**src/rtl/es_io_port_pkg.sv**
```systemverilog
// Shared constants for the es_io_port I/O peripheral.
// Status bit positions, IN/OUT opcodes and input-register states.
package es_io_port_pkg;

  localparam int ST_IN_FULL   = 0;
  localparam int ST_OUT_EMPTY = 1;
  localparam int ST_OUT_FULL  = 2;
  localparam int ST_UDF       = 3;
  localparam int ST_OVF       = 4;
  localparam int ST_COUNT_LSB = 5;
  localparam int ST_COUNT_W   = 3;

  localparam logic [3:0] OP_IN  = 4'b1110;
  localparam logic [3:0] OP_OUT = 4'b1111;

  localparam logic [0:0] IN_EMPTY = 1'b0;
  localparam logic [0:0] IN_FULL  = 1'b1;

endpackage

```
**src/rtl/es_sync_fifo.sv**
```systemverilog
// Circular synchronous FIFO with occupancy count.
// A push into a full FIFO is accepted only when a pop happens in the same cycle.
module es_sync_fifo #(
  parameter int DATA_W = 16,
  parameter int DEPTH  = 4
) (
  input  logic                      clk,
  input  logic                      reset,
  input  logic                      push,
  input  logic                      pop,
  input  logic [DATA_W-1:0]         wdata,
  output logic [DATA_W-1:0]         rdata,
  output logic                      full,
  output logic                      empty,
  output logic [$clog2(DEPTH):0]    count
);

  localparam int PW = $clog2(DEPTH);
  localparam int CW = PW + 1;

  logic [DATA_W-1:0] r_mem [DEPTH];
  logic [PW-1:0]     r_wr_ptr;
  logic [PW-1:0]     r_rd_ptr;
  logic [CW-1:0]     r_count;
  logic              w_pop;
  logic              w_push;

  assign full   = (r_count == CW'(DEPTH));
  assign empty  = (r_count == '0);
  assign count  = r_count;
  assign w_pop  = pop & ~empty;
  assign w_push = push & (~full | w_pop);
  assign rdata  = empty ? '0 : r_mem[r_rd_ptr];

  always_ff @(posedge clk) begin
    if (reset) begin
      r_wr_ptr <= '0;
      r_rd_ptr <= '0;
      r_count  <= '0;
    end else begin
      if (w_push) r_wr_ptr <= r_wr_ptr + PW'(1);
      if (w_pop)  r_rd_ptr <= r_rd_ptr + PW'(1);
      r_count <= r_count + CW'(w_push) - CW'(w_pop);
    end
  end

  // Storage needs no reset: rdata is forced to zero while empty.
  always_ff @(posedge clk) begin
    if (w_push) r_mem[r_wr_ptr] <= wdata;
  end

endmodule

```
**src/rtl/es_io_port.sv**
```systemverilog
// CPU IN/OUT peripheral: single-entry input register, output FIFO,
// status word with write-1-to-clear sticky error flags.
module es_io_port
  import es_io_port_pkg::*;
#(
  parameter int                DATA_W    = 16,
  parameter int                ADDR_W    = 7,
  parameter int                OUT_DEPTH = 4,
  parameter logic [ADDR_W-1:0] BASE_ADDR = 7'h7E
) (
  input  logic              clk,
  input  logic              reset,
  input  logic [ADDR_W-1:0] io_addr,
  input  logic              io_rd,
  input  logic              io_wr,
  input  logic [DATA_W-1:0] io_wdata,
  output logic [DATA_W-1:0] io_rdata,
  input  logic              in_valid,
  output logic              in_ready,
  input  logic [DATA_W-1:0] in_data,
  output logic              out_valid,
  input  logic              out_ready,
  output logic [DATA_W-1:0] out_data
);

  localparam int CW = $clog2(OUT_DEPTH) + 1;
  localparam logic [ADDR_W-1:0] STAT_ADDR = BASE_ADDR + 1'b1;

  logic [0:0]        r_in_state;
  logic [DATA_W-1:0] r_in_data;
  logic              r_udf;
  logic              r_ovf;

  logic              w_hit_d;
  logic              w_hit_s;
  logic              w_rd_d;
  logic              w_rd_s;
  logic              w_wr_d;
  logic              w_wr_s;
  logic              w_full;
  logic              w_empty;
  logic              w_pop;
  logic [CW-1:0]     w_count;
  logic              w_udf_set;
  logic              w_ovf_set;
  logic [DATA_W-1:0] w_status;
  logic [DATA_W-1:0] w_rdata;

  assign w_hit_d = (io_addr == BASE_ADDR);
  assign w_hit_s = (io_addr == STAT_ADDR);
  assign w_rd_d  = io_rd & w_hit_d;
  assign w_rd_s  = io_rd & w_hit_s;
  // A write strobe coinciding with a read is discarded.
  assign w_wr_d  = io_wr & ~io_rd & w_hit_d;
  assign w_wr_s  = io_wr & ~io_rd & w_hit_s;

  assign w_pop     = out_valid & out_ready;
  assign out_valid = ~w_empty;
  assign in_ready  = (r_in_state == IN_EMPTY);

  assign w_udf_set = w_rd_d & (r_in_state == IN_EMPTY);
  assign w_ovf_set = w_wr_d & w_full & ~w_pop;

  es_sync_fifo #(
    .DATA_W (DATA_W),
    .DEPTH  (OUT_DEPTH)
  ) u_out_fifo (
    .clk   (clk),
    .reset (reset),
    .push  (w_wr_d),
    .pop   (w_pop),
    .wdata (io_wdata),
    .rdata (out_data),
    .full  (w_full),
    .empty (w_empty),
    .count (w_count)
  );

  always_ff @(posedge clk) begin
    if (reset) begin
      r_in_state <= IN_EMPTY;
      r_in_data  <= '0;
    end else begin
      unique case (r_in_state)
        IN_EMPTY: if (in_valid) begin
          r_in_state <= IN_FULL;
          r_in_data  <= in_data;
        end
        IN_FULL: if (w_rd_d) r_in_state <= IN_EMPTY;
        default: r_in_state <= IN_EMPTY;
      endcase
    end
  end

  // Set has priority over a same-cycle write-1-to-clear.
  always_ff @(posedge clk) begin
    if (reset) begin
      r_udf <= 1'b0;
      r_ovf <= 1'b0;
    end else begin
      if (w_udf_set)
        r_udf <= 1'b1;
      else if (w_wr_s & io_wdata[ST_UDF])
        r_udf <= 1'b0;
      if (w_ovf_set)
        r_ovf <= 1'b1;
      else if (w_wr_s & io_wdata[ST_OVF])
        r_ovf <= 1'b0;
    end
  end

  always_comb begin
    w_status = '0;
    w_status[ST_IN_FULL]   = (r_in_state == IN_FULL);
    w_status[ST_OUT_EMPTY] = w_empty;
    w_status[ST_OUT_FULL]  = w_full;
    w_status[ST_UDF]       = r_udf;
    w_status[ST_OVF]       = r_ovf;
    w_status[ST_COUNT_LSB +: ST_COUNT_W] = ST_COUNT_W'(w_count);
  end

  always_comb begin
    w_rdata = '0;
    unique case (1'b1)
      w_rd_d: w_rdata = (r_in_state == IN_FULL) ? r_in_data : '0;
      w_rd_s: w_rdata = w_status;
      default: w_rdata = '0;
    endcase
  end

  assign io_rdata = w_rdata;

endmodule

```
**config.mk**
```make
export PLATFORM = sky130hd
export DESIGN_NAME = es_io_port
export DESIGN_NICKNAME = d
export VERILOG_FILES = /design/src/rtl/es_io_port_pkg.sv /design/src/rtl/es_sync_fifo.sv /design/src/rtl/es_io_port.sv
export SDC_FILE = /design/constraint.sdc
export NUM_CORES = 1
export LEC_CHECK = 0
export CAP_MARGIN = 20
export CORE_UTILIZATION = 55
export CTS_CLUSTER_DIAMETER = 40
export DETAILED_ROUTE_END_ITERATION = 8
export HOLD_SLACK_MARGIN = 0.06
export PLACE_DENSITY = 0.92
export SYNTH_ARGS = -nofsm -noshare
export SYNTH_HDL_FRONTEND = slang
export SYNTH_SLANG_ARGS = --single-unit
```
**constraint.sdc**
```tcl
create_clock -name clk -period 5.9 [get_ports clk]
set_clock_uncertainty 0.05 [all_clocks]
set_input_delay 1.18 -clock clk [delete_from_list [all_inputs] [get_ports clk]]
set_output_delay 1.18 -clock clk [all_outputs]
set_load 0.03 [all_outputs]
```
==> reports/metrics.cfg <==
[status]
status = complete, no violations

[die]
fp.dieArea_mm2 = 0.00731
io_pins = 79
die_h_um = 85.5
dieWidth_um = 85.5
num_rows = 30
initial_core_util_pct = 56.7
coreArea_mm2 = 0.00676

[critical_path]
start_kind = primary input
worst_r2r_endpoint = u_out_fifo.count[2]
r2r_setup_slack_ns = 3.64
slowest_delay_ns = 0.76
cpLargestDelayFamily = buffers and inverters
cp_slowest_cell = nor4_4
cp_common_cell = clkdlybuf4s50_1
cp-end-kind = output pin
path_cells = clkdlybuf4s50_1 > nor4_4 > a22o_1 > clkdlybuf4s50_1
cp.arrival_ns = 3.57
required_ns = 4.67
crit_type = primary input to output pin
r2r_start = u_out_fifo.count[1]
path_buf_inv = 2
reg2reg_depth = 8
cp_max_fo = 16

[hold_path]
min_to = r_in_data[12]
hold_start = r_in_data[12]
hold-path-cell-count = 2
hp-class = flop to flop

[cells_and_area]
seqCellArea_mm2 = 0.00248
final_nets = 392
fill_cells = 422
drive_gt1_share_pct = 12.4
insertedDiodeCount = 0
syn2layout_area_growth_pct = 27.9
multi_input_area_mm2 = 0.00125
layout_commonest_cell = clkdlybuf4s50_1
final_cell_mix = 78 x clkdlybuf4s50_1, 64 x edfxtp_1, 34 x nand2_1

[grt]
antenna_found_initial = 0
grt_pass1_vias = 2432
grt_usage_pct = 21.5
grt_max_degree = 31
grt-ovfl-total = 0
grt_pass1_wl_um = 11600

[timing]
setup_tns_ns = 0
hold_viol_final = 0
finalCritPeriodShare_pct = 81.3
fin_crit_ns = 4.80
setup_viol = 0
tightest_slew_ns = 0.838
setup_slack_ns = 1.10
slew_headroom_pct = 44.1
fmax_mhz = 208
rsz0062_at_grt = no
drv_slew = 0

[clock_tree]
cts_root_buf = clkbuf_8
clk_latency_ns = 0.35
cts_resized = 0
cts_tree = done
clock_path_buffers = 2
htree_levels = 3
path_clk_slew_ns = 0.09
clkSinkCount = 92
cts_buffers = 9
cts_hold_buf = 0
cts_setup_buffers = 0

[yosys]
syn_nets = 315
yosysTopAreaCell = edfxtp_1
synth.distinct_cells = 37
synth_area_per_cell_um2 = 14.5
synth_top_cell_area_share_pct = 50.1
syn_inst = 264
netlist_area_mm2 = 0.00383
yosys_warnings = 0
synth_seq_cells = 92
yosysSeqAreaShare_pct = 64.8
yosys-top-cells-area = edfxtp_1 50%, dfxtp_1 15%, mux4_2 9.4%

[power]
cellPowerDensity_mw_per_mm2 = 349
p_leak_nw = 1.66
p_clk_share_pct = 25.2
p_int_w = 0.00118
switching_share_pct = 30.9
switchingPower_w = 0.000527
power_frac_seq_pct = 44.0
ir_worst_vdd_uv = 147
combPwrFrac_pct = 30.8

[placed_design]
place_congestion = 0.751
io_buffers = 78
dpl_worst_slack_ns = 1.11
dp_hpwl_um = 4930

[routing]
final_antenna_net_count = 0
num_vias = 2367
routed_via_density = 5.56
drtPass1Iterations = 4
drc = 0
drtIter0Drc = 155
wire_per_inst_um = 17.0
totalWireLength_um = 7240

[flow_run]
maxCapViolCount = 0

through the flow:
| step | instances | hold WS [ns] | total power, W | cell area, um2 | utilization [%] |
|---|---|---|---|---|---|
| 2_1_floorplan | 264 | 0.382 | 0.00109 | 3830 | - |
| 3_3_place_gp | 406 | 0.390 | 0.00126 | 4630 | 68.6 |
| 3_5_place_dp | 406 | 0.395 | 0.00127 | 4630 | 68.6 |
| 4_1_cts | 422 | 0.408 | 0.00169 | 4840 | 71.6 |
| 5_1_grt | 426 | 0.441 | 0.00179 | 4900 | 72.6 |
| 6_report | 426 | 0.403 | 0.00171 | 4900 | 72.6 |
cell type report:
| cell class | instances | share of cell area (%) |
|---|---|---|
| clock buffers | 9 | 2.53 |
| clock inverters | 7 | 1.68 |
| inverters | 5 | 0.383 |
| multi-input cells | 151 | 25.5 |
| flip-flops and latches | 92 | 50.6 |
| well taps | 80 | 2.04 |
| repair buffers | 82 | 17.2 |
tightest hold or removal path: stages (launching register included):
cell,delay [ns]
dfxtp_1,0.31
nand2_1,0.05
a21oi_1,0.05
sequential cells by signal (all words and copies together) (netlist names), named ones only:
| signal | flops |
|---|---|
| r_udf | 1 |
| u_out_fifo.r_rd_ptr | 2 |
| u_out_fifo.count | 3 |
| r_in_state | 1 |
| u_out_fifo.r_wr_ptr | 2 |
| r_ovf | 1 |
| r_in_data | 16 |
| u_out_fifo.r_mem | 64 |
kinds of logic after synthesis:
family	count (synthesis)	synth area share (%)
AND/OR/NAND/NOR	92	14.1
buffers and inverters	21	2.71
flip-flops	92	64.8
XOR/XNOR	3	0.686
adder cells (fa/ha/maj)	6	2.15
AO/OA/AOI/OAI	31	5.32
multiplexers	19	10.2
worst max-delay path by stage:
stage / from / to / slack (ns) / depth (start not counted)
CTS: io_addr[0] / io_rdata[2] / 1.11 / 4
global placement: io_addr[0] / io_rdata[2] / 1.16 / 4
global route: io_addr[0] / io_rdata[2] / 0.98 / 4
detailed placement: io_addr[0] / io_rdata[2] / 1.11 / 4
floorplan: io_addr[1] / io_rdata[7] / 2.39 / 4
finish: io_addr[0] / io_rdata[2] / 1.10 / 4
synth_stat cells (all sizes together):
cell type and number:
clkbuf 10, edfxtp 64, nor4 2, inv 5, mux2 1, o311ai 1, nor2 11, o31ai 2
nand2 34, mux4 16, nand4 1, fa 1, a32o 6, nand4b 1, nand3 1, and2 13
nor3 5, xor2 3, and2b 13, nor4b 1, o21ai 2, mux2i 2, nor2b 5, a21bo 1
ha 5, buf 6, or4b 1, dfxtp 28, nand2b 3, a21oi 17, or4 1, a31oi 1
a22o 1
routing by layer:
| layer | global-route usage (%) | vias up | share of wire (%) | wire length [um] |
|---|---|---|---|---|
| li1 | - | 1127 | - | - |
| met1 | 24.9 | 1138 | 41 | 2940 |
| met2 | 37.2 | 90 | 52 | 3740 |
| met3 | 6.61 | 12 | 6.0 | 431 |
| met4 | 8.48 | 0 | 1.8 | 133 |
| met5 | 0 | - | 0 | 0 |
power groups by stage:
stage                     sequential, W  clock, W  combinational (W)
after global routing           0.000756  0.000466           0.000563
after floorplan                0.000737         0           0.000354
after CTS                      0.000770  0.000438           0.000486
after global placement         0.000783         0           0.000472
after detailed placement       0.000785         0           0.000484
final                          0.000751  0.000431           0.000527
No activity file was read; power rests on OpenSTA's default activity.
